File: src/rtl/tx_scrambler.sv
`default_nettype none
// +--------------------------------------------------------------------------+
// | tx_scrambler: additive x^58+x^39+1 scrambler with metaframe sync locking. |
// | Option macro TX_SCRAMBLER_STATE_INSERT_EN: LFSR state in position-1 word. |
// | Rev 1.0                                                                  |
// +--------------------------------------------------------------------------+
module tx_scrambler #(
  parameter int          META_FRAME_LEN = 16,
  parameter logic [57:0] SCRAMBLER_SEED = 58'h2AAAAAAAAAAAAAA
) (
  input  logic        USER_CLK,
  input  logic        SYSTEM_RESET,
  input  logic [63:0] DATA_IN,
  input  logic [1:0]  HEADER_IN,
  input  logic        DATA_VALID_IN,
  output logic [63:0] DATA_OUT,
  output logic [1:0]  HEADER_OUT,
  output logic        DATA_VALID_OUT,
  output logic        SYNC_LOCK,
  output logic        SYNC_ERR
);

  localparam int                 c_POS_W     = (META_FRAME_LEN > 2) ? $clog2(META_FRAME_LEN) : 2;
  localparam logic [63:0]        c_SYNC_WORD = 64'h78F678F678F678F6;
  localparam logic [1:0]         c_HDR_CTRL  = 2'b10;
  localparam logic [c_POS_W-1:0] c_POS_ZERO  = '0;
  localparam logic [c_POS_W-1:0] c_POS_ONE   = c_POS_W'(1);
  localparam logic [c_POS_W-1:0] c_POS_LAST  = c_POS_W'(META_FRAME_LEN - 1);

  typedef enum logic [0:0] {
    HUNT   = 1'b0,
    LOCKED = 1'b1
  } state_t;

  state_t               r_state;
  logic [c_POS_W-1:0]   r_pos;
  logic [57:0]          r_lfsr;

  logic                 w_is_sync;
  logic [57:0]          w_lfsr_cur;
  logic [57:0]          w_lfsr_next;
  logic [63:0]          w_keystream;
  logic [63:0]          w_pos1_word;
  logic [c_POS_W-1:0]   w_pos_inc;

  assign w_is_sync  = (HEADER_IN == c_HDR_CTRL) && (DATA_IN == c_SYNC_WORD);
  // A stuck all-zero state is replaced by the seed on the next valid word.
  assign w_lfsr_cur = (r_lfsr == 58'd0) ? SCRAMBLER_SEED : r_lfsr;
  assign w_pos_inc  = (r_pos == c_POS_LAST) ? c_POS_ZERO : r_pos + c_POS_ONE;

  // 64 serial LFSR steps unrolled; DATA_IN[63] sees the first keystream bit.
  always_comb begin
    w_keystream = '0;
    w_lfsr_next = w_lfsr_cur;
    for (int i = 63; i >= 0; i--) begin
      w_keystream[i] = w_lfsr_next[57] ^ w_lfsr_next[38];
      w_lfsr_next    = {w_lfsr_next[56:0], w_keystream[i]};
    end
  end

`ifdef TX_SCRAMBLER_STATE_INSERT_EN
  assign w_pos1_word = {DATA_IN[63:58], w_lfsr_cur};
`else
  assign w_pos1_word = DATA_IN;
`endif

  always_ff @(posedge USER_CLK or posedge SYSTEM_RESET) begin
    if (SYSTEM_RESET) begin
      DATA_OUT       <= '0;
      HEADER_OUT     <= 2'b00;
      DATA_VALID_OUT <= 1'b0;
      SYNC_LOCK      <= 1'b0;
      SYNC_ERR       <= 1'b0;
      r_state        <= HUNT;
      r_pos          <= c_POS_ZERO;
      r_lfsr         <= SCRAMBLER_SEED;
    end else begin
      SYNC_ERR       <= 1'b0;
      DATA_VALID_OUT <= DATA_VALID_IN;
      if (DATA_VALID_IN) begin
        HEADER_OUT <= HEADER_IN;
        DATA_OUT   <= DATA_IN;
        r_lfsr     <= w_lfsr_cur;
        case (r_state)
          HUNT: begin
            if (w_is_sync) begin
              r_state   <= LOCKED;
              SYNC_LOCK <= 1'b1;
              r_pos     <= c_POS_ONE;
            end
          end
          LOCKED: begin
            r_pos <= w_pos_inc;
            if (r_pos == c_POS_ZERO) begin
              if (!w_is_sync) begin
                r_state   <= HUNT;
                SYNC_LOCK <= 1'b0;
                SYNC_ERR  <= 1'b1;
                r_pos     <= c_POS_ZERO;
              end
            end else if (r_pos == c_POS_ONE) begin
              DATA_OUT <= w_pos1_word;
            end else begin
              DATA_OUT <= DATA_IN ^ w_keystream;
              r_lfsr   <= w_lfsr_next;
            end
          end
          default: r_state <= HUNT;
        endcase
      end
    end
  end

endmodule
`default_nettype wire

File: config.mk
export PLATFORM = sky130hd
export DESIGN_NAME = tx_scrambler
export DESIGN_NICKNAME = d
export VERILOG_FILES = /design/src/rtl/tx_scrambler.sv
export SDC_FILE = /design/constraint.sdc
export NUM_CORES = 1
export LEC_CHECK = 0
export CORE_ASPECT_RATIO = 0.75
export CORE_MARGIN = 4
export CORE_UTILIZATION = 30
export DETAILED_ROUTE_END_ITERATION = 7
export PLACE_DENSITY = 0.56
export REMOVE_ABC_BUFFERS = 1
export SLEW_MARGIN = 20
export SYNTH_ARGS = -nofsm -noshare
export SYNTH_HDL_FRONTEND = slang
export SYNTH_SLANG_ARGS = --single-unit
File: constraint.sdc
create_clock -name USER_CLK -period 5.25 [get_ports USER_CLK]
set_input_delay 1.05 -clock USER_CLK [delete_from_list [all_inputs] [get_ports USER_CLK]]
set_output_delay 1.05 -clock USER_CLK [all_outputs]
set_load 0.05 [all_outputs]
**Word-level counts from Yosys, hierarchy flattened**

Cells that the tools add are included.

- Bits in registers: 132
- Word-level logic and storage cells: 110

- Add/subtract/negate cells: 1
- Eq/ne operators: 7
- Muxes and demuxes: 23
- Bitwise gates (word level): 66
- Reductions and logical operators: 5

Operator list:

| kind | number |
|---|---|
| $mux 58 | 4 |
| $mux 64 | 3 |
| $eq 64x63->1 const B | 1 |
| $xor 1x1->1 | 64 |
| $xor 64x64->64 | 1 |
| $logic_not 58->1 | 1 |
| $mux 4 | 4 |
| $mux 1 | 9 |
| $pmux 4 s2 | 1 |
| $add 4x1->4 const B | 1 |
| $eq 4x1->1 const B | 1 |
| $eq 4x4->1 const B | 1 |
| $logic_not 4->1 | 1 |
| $ne 2x2->1 const B | 2 |
| $pmux 1 s2 | 2 |
| $reduce_and 4->1 | 1 |
| $eq 2x2->1 const B | 1 |
| $ne 2x1->1 const B | 1 |
| $reduce_and 2->1 | 1 |
| $logic_and 1x1->1 | 1 |
| $not 1->1 | 1 |

**Depth between registers and ports, before layout**

Gate-level depths: netlist of the first run.

- Word-level depth: 8
- Mapped depth: 9

**Least setup slack after synthesis of the first run**

Ideal clock, no wire load.

- Path type: input to register
- Start point: in HEADER_IN[0]
- End point: reg r_pos[2]
- Library setup time: 0.126 ns
- Data arrival time: 2.441 ns
- Setup slack: 2.682 ns
- Stages on the path: 6
- Buffers on the path: 0
- Path through: nand4bb_1 > nor4_1 > nand4_1 > nor3_1 > o21ai_0 > a221o_1

- Cells in the longest elaborated chain, start to end: 5

RTL lines:

| element | line | text |
|---|---|---|
| from (decl) | 14 | `input logic [1:0] HEADER_IN,` |
| $eq 2x2->1 (*) | 46 | `assign w_is_sync = (HEADER_IN == c_HDR_CTRL) && (DATA_IN == c_SYNC_WORD);` |
| $logic_and 1x1->1 (*) | 46 |  |
| $mux 4 | 95 | `if (!w_is_sync) begin` |
| $mux 4 | 94 | `if (r_pos == c_POS_ZERO) begin` |
| $pmux 4 s2 | 84 | `case (r_state)` |
| to (signal assigned) | 89 | `r_pos <= c_POS_ONE;` |
| to (signal assigned) | 93 | `r_pos <= w_pos_inc;` |
| to (signal assigned) | 99 | `r_pos <= c_POS_ZERO;` |
| to (decl) | 36 | `logic [c_POS_W-1:0] r_pos;` |

Every way passes the cells marked *; elsewhere a longest branch is shown, timed or not.
A chain may end at the register's enable or synchronous reset.

**Worst setup path in the final report of the first run**

- Start point: reg r_lfsr[0]
- End point: reg DATA_OUT[47]

- Cells in the longest elaborated chain, start to end: 7

RTL lines:

| element | line | text |
|---|---|---|
| from (decl) | 37 | `logic [57:0] r_lfsr;` |
| from (signal assigned) | 83 | `r_lfsr <= w_lfsr_cur;` |
| from (signal assigned) | 105 | `r_lfsr <= w_lfsr_next;` |
| $logic_not 58->1 | 48 | `assign w_lfsr_cur = (r_lfsr == 58'd0) ? SCRAMBLER_SEED : r_lfsr;` |
| $mux 58 | 48 |  |
| $xor 1x1->1 | 56 | `w_keystream[i] = w_lfsr_next[57] ^ w_lfsr_next[38];` |
| $xor 64x64->64 | 104 | `DATA_OUT <= DATA_IN ^ w_keystream;` |
| $mux 64 | 101 | `end else if (r_pos == c_POS_ONE) begin` |
| $mux 64 | 94 |  |
| $mux 64 | 84 |  |
| to (signal assigned) | 102 | `DATA_OUT <= w_pos1_word;` |
| to (signal assigned) | 104 |  |
| to (decl) | 16 | `output logic [63:0] DATA_OUT,` |

Every way passes these cells.

==> results.toml, run 1 <==
[logic_synthesis]
ys_seq_area_frac = 0.4282
synthDistinctLibCells = 54
postSynthAreaPerCell_um2 = 8.964
synth.most_common_cell = "dfrtp_1"
synth_area_leader_cell = "dfrtp_1"
synth-edff-count = 0
synth_warnings = 0
synthTopCellsByCount = "dfrtp_1 (103), o21ai_0 (70), nand2_1 (69)"
async_flop_share = 1.000
ys_ff_latch = 132
ys.flop_type = "dfrtp_1"
syn_area_mm2 = 0.007799
synth.area.top_cells = "dfrtp_1 (33%), dfstp_2 (9.8%), o21ai_0 (4.5%)"
synth_top_area_frac = 0.3305
syn_inst = 870

[worst_setup_path]
rr_startpoint = "r_lfsr[0]"
cp-end-kind = "flop"
rr_worst_depth = 7
rrSetupSlack_ns = 1.88
critPathKind = "reg -> reg"
crit_path_start_kind = "flop"
cp_max_fo = 51
reg2reg_to = "DATA_OUT[47]"
required_ns = 5.58
worstPathArrival_ns = 3.71

[global_route]
busiest_layer = "met1"
grt_pass1_vias = 7028
grt_pass1_wl_um = 44550
overflow = 0
antenna_found_initial = 0
grt_max_degree = 110
grt_util_met3 = 0.05309
met2_usage = 0.2867
grt_usage = 0.2002
globalRouteMet1Util = 0.2986

[sta]
final-setup-viol-count = 0
final_max_slew_viol_count = 0
slew_headroom = 0.2147
finalSetupTns_ns = 0
max_freq_mhz = 296.6
post-route-period-util = 0.6423
worst_slack_ns = 1.878
finalHoldViolCount = 0
grt_setup_unrepaired = "no"
worst_pin_slew_ns = 1.178
min_period_ns = 3.372
fin_worst_skew_ns = 0.01120

[clock_network]
clock-sinks = 132
cts_resized = 0
ctsHoldBuffers = 0
h-tree-depth = 4
clkSlewWorstSetupHoldPaths_ns = 0.07
cts_tree = "built"
cts_root_buf = "clkbuf_16"
cts_max_path_buffers = 2
cts_inserted_buffers = 17
post_cts_buffers = 0
clk_latency_ns = 0.43

[flow_run]
maxCapViolCount = 0

[hold_path]
hold_path_end = "DATA_OUT[62]"
holdPathStages = 2
min_from = "DATA_OUT[62]"
holdCritPathClass = "reg -> reg"

[route]
drc = 0
first_pass_iters = 5
drt_iter0_markers = 626
wl_per_cell_um = 22.20
antenna_left = 0
vias = 7526
totalWireLength_um = 29350
viasPerCell = 5.693

[floorplan]
io-pin-count = 138
die_w_um = 194.2
die_area_mm2 = 0.02867
rows = 50
core-area_mm2 = 0.02527
die_height_um = 147.6
start_util = 0.3086

[place]
gp_congestion = 0.8933
pre_cts_slack_ns = 1.628
dpl.cell_count = 1290
place_area_mm2 = 0.009449
portBuffers = 137
dpl.hpwl_um = 20580

[status]
status = "finished, final reports clean"

[cells_and_area]
fin_nets = 1043
layout-drive-gt1-share = 0.09858
diodes = 0
final_area_mm2 = 0.01010
instances_no_fill = 1322
syn_to_final_growth_pct = 29.54

[power_and_ir_drop]
total_leakage_power_nw = 3.652
pwr_density_cell_mw_per_mm2 = 302.6
power.total_mw = 3.056
peakVddDrop_mv = 0.2380
## layer usage
| layer | wire (um) | vias up |
|---|---|---|
| li1 | - | 3486 |
| met1 | 14000 | 3716 |
| met2 | 12430 | 293 |
| met3 | 2435 | 31 |
| met4 | 483 | 0 |
| met5 | 0 | - |
## cells by family after synthesis
logic type / after synthesis / synth area share
compound gates: 301 / 0.2596
xor+xnor: 35 / 0.03931
fa+ha+maj: 3 / 0.004814
buf+inv: 71 / 0.03658
flops: 132 / 0.4282
mux: 2 / 0.002888
simple gates: 326 / 0.2286
## worst max path at each step
stage                      from            to  slack (ns)  depth (start not counted)
floorplan              r_pos[0]     r_lfsr[3]       -3.66                          6
global placement    DATA_IN[40]      r_pos[2]        1.55                          6
detailed placement  DATA_IN[40]      r_pos[2]        1.63                          6
CTS                   r_lfsr[0]  DATA_OUT[45]        2.02                          7
global route          r_lfsr[0]  DATA_OUT[47]        1.73                          7
finish                r_lfsr[0]  DATA_OUT[47]        1.88                          7
## flip-flops by register name (all words and copies together), names as in the netlist
signal          flops
SYNC_ERR            1
HEADER_OUT          2
DATA_VALID_OUT      1
r_lfsr             58
r_state             1
DATA_OUT           64
SYNC_LOCK           1
r_pos               4
## layout by cell type, fill, tap and decap left out, types with 16 or more instances in the layout
master,count
nand2_1,69
a21oi_1,48
o21ai_0,70
dfstp_2,29
xor2_1,19
or4_1,20
or3_1,23
xnor2_1,16
and2_1,33
o31ai_1,23
o31a_1,31
nand3_1,24
a31oi_1,24
clkbuf_16,17
nor2_1,56
nor4_1,25
a211oi_1,18
or2_2,18
dfrtp_1,103
clkdlybuf4s50_1,136
## worst max-delay path, cell delays in order, from the launching register on
cell and delay [ns]:
dfrtp_1 0.54, nor4_1 0.45, nand4_1 0.24, nor4_4 0.29
buf_4 0.59, a21oi_1 0.51, or3_1 0.46, a31oi_1 0.19
## per-stage QoR
step / hold slack [ns] / utilization
global placement: 0.4912 / 0.3739
floorplan: 0.4775 / -
detailed placement: 0.4862 / 0.3739
finish: 0.5038 / 0.3997
CTS: 0.5066 / 0.3997
global route: 0.5197 / 0.3997
## power breakdown
part	switching [mW]	leakage [nW]	internal, mW	total (mW)
combinational	0.356	1.78	0.208	0.564
sequential	0.0501	1.56	1.09	1.14
clock	0.474	0.313	0.880	1.35
## layout make-up
type,count,area (um^2)
clock buffer,23,478.0
clock inverter,9,175.2
fill,2524,15170
inverter,5,23.77
multi-input combinational,667,4199
sequential,132,3339
tap,338,422.9
timing repair buffer,148,1464
No activity file was read; power rests on OpenSTA's default activity.
==> run 2: changes to the inputs <==
- clock period: 5.25 -> 3.2 ns (I/O delays scaled with it)
==> results.toml, run 2 (synthesis results as in run 1) <==
[worst_setup_path]
critPathKind = "reg -> reg"
crit_path_start_kind = "flop"
rrSetupSlack_ns = 0.51
rr_startpoint = "r_lfsr[21]"
cp_max_fo = 11
rr_worst_depth = 6
worstPathArrival_ns = 2.99
required_ns = 3.51
cp-end-kind = "flop"
critPathCapture = "DATA_OUT[59]"
crit_start = "r_lfsr[21]"
reg2reg_to = "DATA_OUT[59]"

[power_and_ir_drop]
comb_power_share = 0.192
power.total_mw = 4.941
p_sw_mw = 1.456
intPower_mw = 3.485
peakVddDrop_mv = 0.3459
total_leakage_power_nw = 3.851
swShare = 0.2947
clkPwrFrac = 0.430
pwr_density_cell_mw_per_mm2 = 473.9
seqPwrFrac = 0.378

[status]
status = "finished, final reports clean"

[flow_run]
maxCapViolCount = 0

[route]
first_pass_iters = 5
drt_iter0_markers = 694
antenna_left = 0
wl_per_cell_um = 22.02
vias = 7709
totalWireLength_um = 29900
viasPerCell = 5.677
drc = 0

[place]
dpl.cell_count = 1325
dpl.hpwl_um = 21640
portBuffers = 137
gp_congestion = 0.8762
place_area_mm2 = 0.009804

[clock_network]
ctsHoldBuffers = 0
cts_resized = 0
cts_max_path_buffers = 2
cts_inserted_buffers = 17
cts_tree = "built"
clkSlewWorstSetupHoldPaths_ns = 0.06
cts_root_buf = "clkbuf_16"
h-tree-depth = 4
post_cts_buffers = 0
clock-sinks = 132
clk_latency_ns = 0.43

[sta]
fin_hold_ws_ns = 0.4998
worst_pin_slew_ns = 1.000
post-route-period-util = 0.8397
final_max_slew_viol_count = 0
fin_worst_skew_ns = 0.01088
slew_headroom = 0.3333
min_period_ns = 2.687
final-setup-viol-count = 0
finalSetupTns_ns = 0
max_freq_mhz = 372.2
grt_setup_unrepaired = "no"
finalHoldViolCount = 0

[cells_and_area]
mostFrequentLayoutCell = "clkdlybuf4s50_1"
syn_to_final_growth_pct = 33.68
reg_top3 = "DATA_OUT (64), r_lfsr (58), r_pos (4)"
fin_nets = 1078
layout_common_cells = "clkdlybuf4s50_1 (136), dfrtp_1 (103), o21ai_0 (70), nand2_1 (69), nor2_1 (56)"
largest_reg_flops = 64
instances_no_fill = 1358
final_area_mm2 = 0.01043
largest_register = "DATA_OUT"
layout-drive-gt1-share = 0.1295

[floorplan]
die_area_mm2 = 0.02867
start_util = 0.3086
die_w_um = 194.2
die_height_um = 147.6
core-area_mm2 = 0.02527
rows = 50
io-pin-count = 138

[global_route]
grt_pass1_vias = 7130
met2_usage = 0.2870
overflow = 0
grt_pass1_wl_um = 45280
grt_util_met3 = 0.05947
grt_max_degree = 128
globalRouteMet1Util = 0.3061
grt_usage = 0.2039
busiest_layer = "met1"
antenna_found_initial = 1

[hold_path]
holdCritPathClass = "reg -> reg"
-- run 2: changes by cell type in the layout (fill, tap and decap cells not counted) --
| cell | delta |
|---|---|
| clkinv_4 | +1 |
| buf_4 | +27 |
| diode_2 | +1 |
| a21oi_2 | +1 |
| clkinv_2 | +3 |
| clkbuf_8 | -1 |
| a21oi_4 | -1 |
| bufinv_16 | -1 |
| clkinvlp_4 | -2 |
| buf_12 | +8 |
-- run 2: worst min-delay path by stage --
| stage | start | end | slack, ns | cells past startpoint |
|---|---|---|---|---|
| final | DATA_OUT[58] | DATA_OUT[58] | 0.50 | 2 |
| after global routing | HEADER_OUT[0] | HEADER_OUT[0] | 0.52 | 1 |
| after CTS | DATA_OUT[58] | DATA_OUT[58] | 0.51 | 2 |
| after detailed placement | DATA_OUT[58] | DATA_OUT[58] | 0.49 | 2 |
| after global placement | HEADER_OUT[0] | HEADER_OUT[0] | 0.49 | 1 |
| after floorplan | r_lfsr[40] | r_lfsr[40] | 0.48 | 2 |
-- run 2: final cells by class --
cell class,instances,area [um^2]
Sequential cell,132,3339
Tap cell,338,422.9
Clock buffer,22,464.2
Antenna cell,1,2.502
Clock inverter,10,153.9
Fill cell,2542,14850
Timing Repair Buffer,183,1827
Multi-Input combinational cell,667,4192
Inverter,5,23.77
-- run 2: critical path: stages, from the launching register on --
cell and delay [ns]:
dfstp_2 0.41, or2_1 0.34, or2_1 0.31, or4_1 0.77, o21ai_0 0.31, a21oi_1 0.10
a311o_1 0.31
-- run 2: stage by stage --
| stage | utilization | worst slack, ns |
|---|---|---|
| after global routing | 0.4125 | 0.4148 |
| after detailed placement | 0.3879 | 0.3363 |
| after CTS | 0.4124 | 0.5749 |
| after floorplan | - | -5.714 |
| final | 0.4125 | 0.5129 |
| after global placement | 0.3879 | 0.3711 |
-- run 2: power groups by stage --
stage,logic [mW],clock network [mW],registers (mW)
after floorplan,0.247,0,2.16
after global placement,0.952,0,1.89
after detailed placement,0.953,0,1.89
after CTS,0.957,2.16,1.87
after global routing,1.01,2.24,1.88
final,0.950,2.12,1.87
-- run 2: metal layers --
metal	wire, um	part of all wire
met4	462	0.015
met3	2561	0.086
met2	12510	0.42
met1	14370	0.48
met5	0	0
==> run 3: changes to the inputs <==
- PLACE_DENSITY: 0.56 -> 0.58
- clock period: 3.2 -> 2.4 ns (I/O delays scaled with it)
==> results.toml, run 3 (synthesis results as in run 1) <==
[status]
status = "finished with violations"
violations = "negative setup slack"

[sta]
grt_setup_unrepaired = "yes"
post-route-period-util = 1.048
min_period_ns = 2.516
finalSetupTns_ns = -2.579
max_freq_mhz = 397.5
worst_slack_ns = -0.1157
slew_headroom = 0.6083
fin_worst_skew_ns = 0.009210
final_max_slew_viol_count = 0
fin_hold_ws_ns = 0.4390
worst_pin_slew_ns = 0.5857
finalHoldViolCount = 0
final-setup-viol-count = 51

[power_and_ir_drop]
total_leakage_power_nw = 4.693
peakVddDrop_mv = 0.5537
power.total_mw = 7.065
pwr_density_cell_mw_per_mm2 = 582.8

[place]
pre_cts_slack_ns = -0.2768
place_area_mm2 = 0.01072
dpl.cell_count = 1447
gp_congestion = 0.9132
dpl.hpwl_um = 23100
portBuffers = 137

[clock_network]
clkSlewWorstSetupHoldPaths_ns = 0.06
clock-sinks = 132
h-tree-depth = 4
cts_inserted_buffers = 17
cts_tree = "built"
cts_root_buf = "clkbuf_16"
clk_latency_ns = 0.43
cts_max_path_buffers = 2

[worst_setup_path]
cp-end-kind = "flop"
worstPathArrival_ns = 2.83
cp_cell_sequence = "or4_4 -> nor4_4 -> buf_6 -> a211oi_1 -> o31a_1 -> o31a_1"
critPathKind = "reg -> reg"
cpMaxStageDelayCell = "or4_4"
path_delay_family = "simple AND/OR/NAND/NOR gates"
cp_common_cell = "o31a_1"
cp.depth = 6
max_stage_delay_ns = 0.56
cp_max_fo = 26
crit_path_start_kind = "flop"
required_ns = 2.71
rr_worst_depth = 6
worst-path-buf-inv = 1

[floorplan]
die_area_mm2 = 0.02867
core-area_mm2 = 0.02527
rows = 50
die_w_um = 194.2
die_height_um = 147.6
start_util = 0.3086
io-pin-count = 138

[route]
viasPerCell = 5.586
drt_iter0_markers = 653
antenna_left = 0
vias = 8374
totalWireLength_um = 32910
drc = 0
first_pass_iters = 5
wl_per_cell_um = 21.95

[cells_and_area]
layout-drive-gt1-share = 0.2799
layout_common_cells = "buf_4 (152), clkdlybuf4s50_1 (136), dfrtp_1 (103), nand2_1 (67), nor2_1 (55)"
post-route-util = 0.4797
fin_nets = 1220
syn_to_final_growth_pct = 55.45
mostFrequentLayoutCell = "buf_4"
diodes = 0
largest_register = "DATA_OUT"
instances_no_fill = 1499
final_area_mm2 = 0.01212
fill_cells = 2385
largest_reg_flops = 64
reg_top3 = "DATA_OUT (64), r_lfsr (58), r_pos (4)"

[global_route]
antenna_found_initial = 1
grt_max_degree = 62
overflow = 0
grt_pass1_wl_um = 48130
grt_usage = 0.2168
grt_pass1_vias = 7839

[flow_run]
maxCapViolCount = 0

[hold_path]
holdCritPathClass = "in -> async"
[run 3: area by class of cell]
| class | instances | area (um^2) | share of cell area |
|---|---|---|---|
| Clock inverter | 9 | 224.0 | 0.01847 |
| Inverter | 5 | 23.77 | 0.001961 |
| Clock buffer | 23 | 457.9 | 0.03777 |
| Multi-Input combinational cell | 667 | 4516 | 0.3725 |
| Timing Repair Buffer | 325 | 3139 | 0.2590 |
| Sequential cell | 132 | 3339 | 0.2755 |
| Tap cell | 338 | 422.9 | 0.03488 |
[run 3: repair_timing]
action                                 4_1_cts  5_1_grt
hold buffers                                 0        0
cloned                                       2        8
gates resized for setup                     23       82
setup endpoints to repair                  107       94
endpoints found under the hold margin        0        0
setup buffers                                1        9
pin swaps                                    5       29
[run 3: worst paths after layout]
check	to	slack [ns]	start
setup / recovery	DATA_OUT[36]	-0.12	r_lfsr[16]
hold / removal	DATA_VALID_OUT	0.44	SYSTEM_RESET
setup reg to reg	DATA_OUT[36]	-0.12	r_lfsr[16]
hold reg to reg	DATA_OUT[61]	0.50	DATA_OUT[61]
max in group asynchronous	r_lfsr[13]	1.31	SYSTEM_RESET
min in group USER_CLK	DATA_VALID_OUT	0.44	DATA_VALID_IN
[run 3: metal layers]
metal | wire length [um] | vias up | global-route usage
met4 | 507 | 0 | 0.05622
met2 | 14120 | 411 | 0.3146
met3 | 2985 | 36 | 0.05992
met5 | 0 | - | 0
li1 | - | 3838 | -
met1 | 15290 | 4089 | 0.3183
[run 3: where the power goes]
part / leakage (nW) / internal [mW] / switching, mW
Clock: 0.330 / 2.08 / 1.05
Combinational: 2.80 / 0.596 / 0.854
Sequential: 1.56 / 2.38 / 0.101
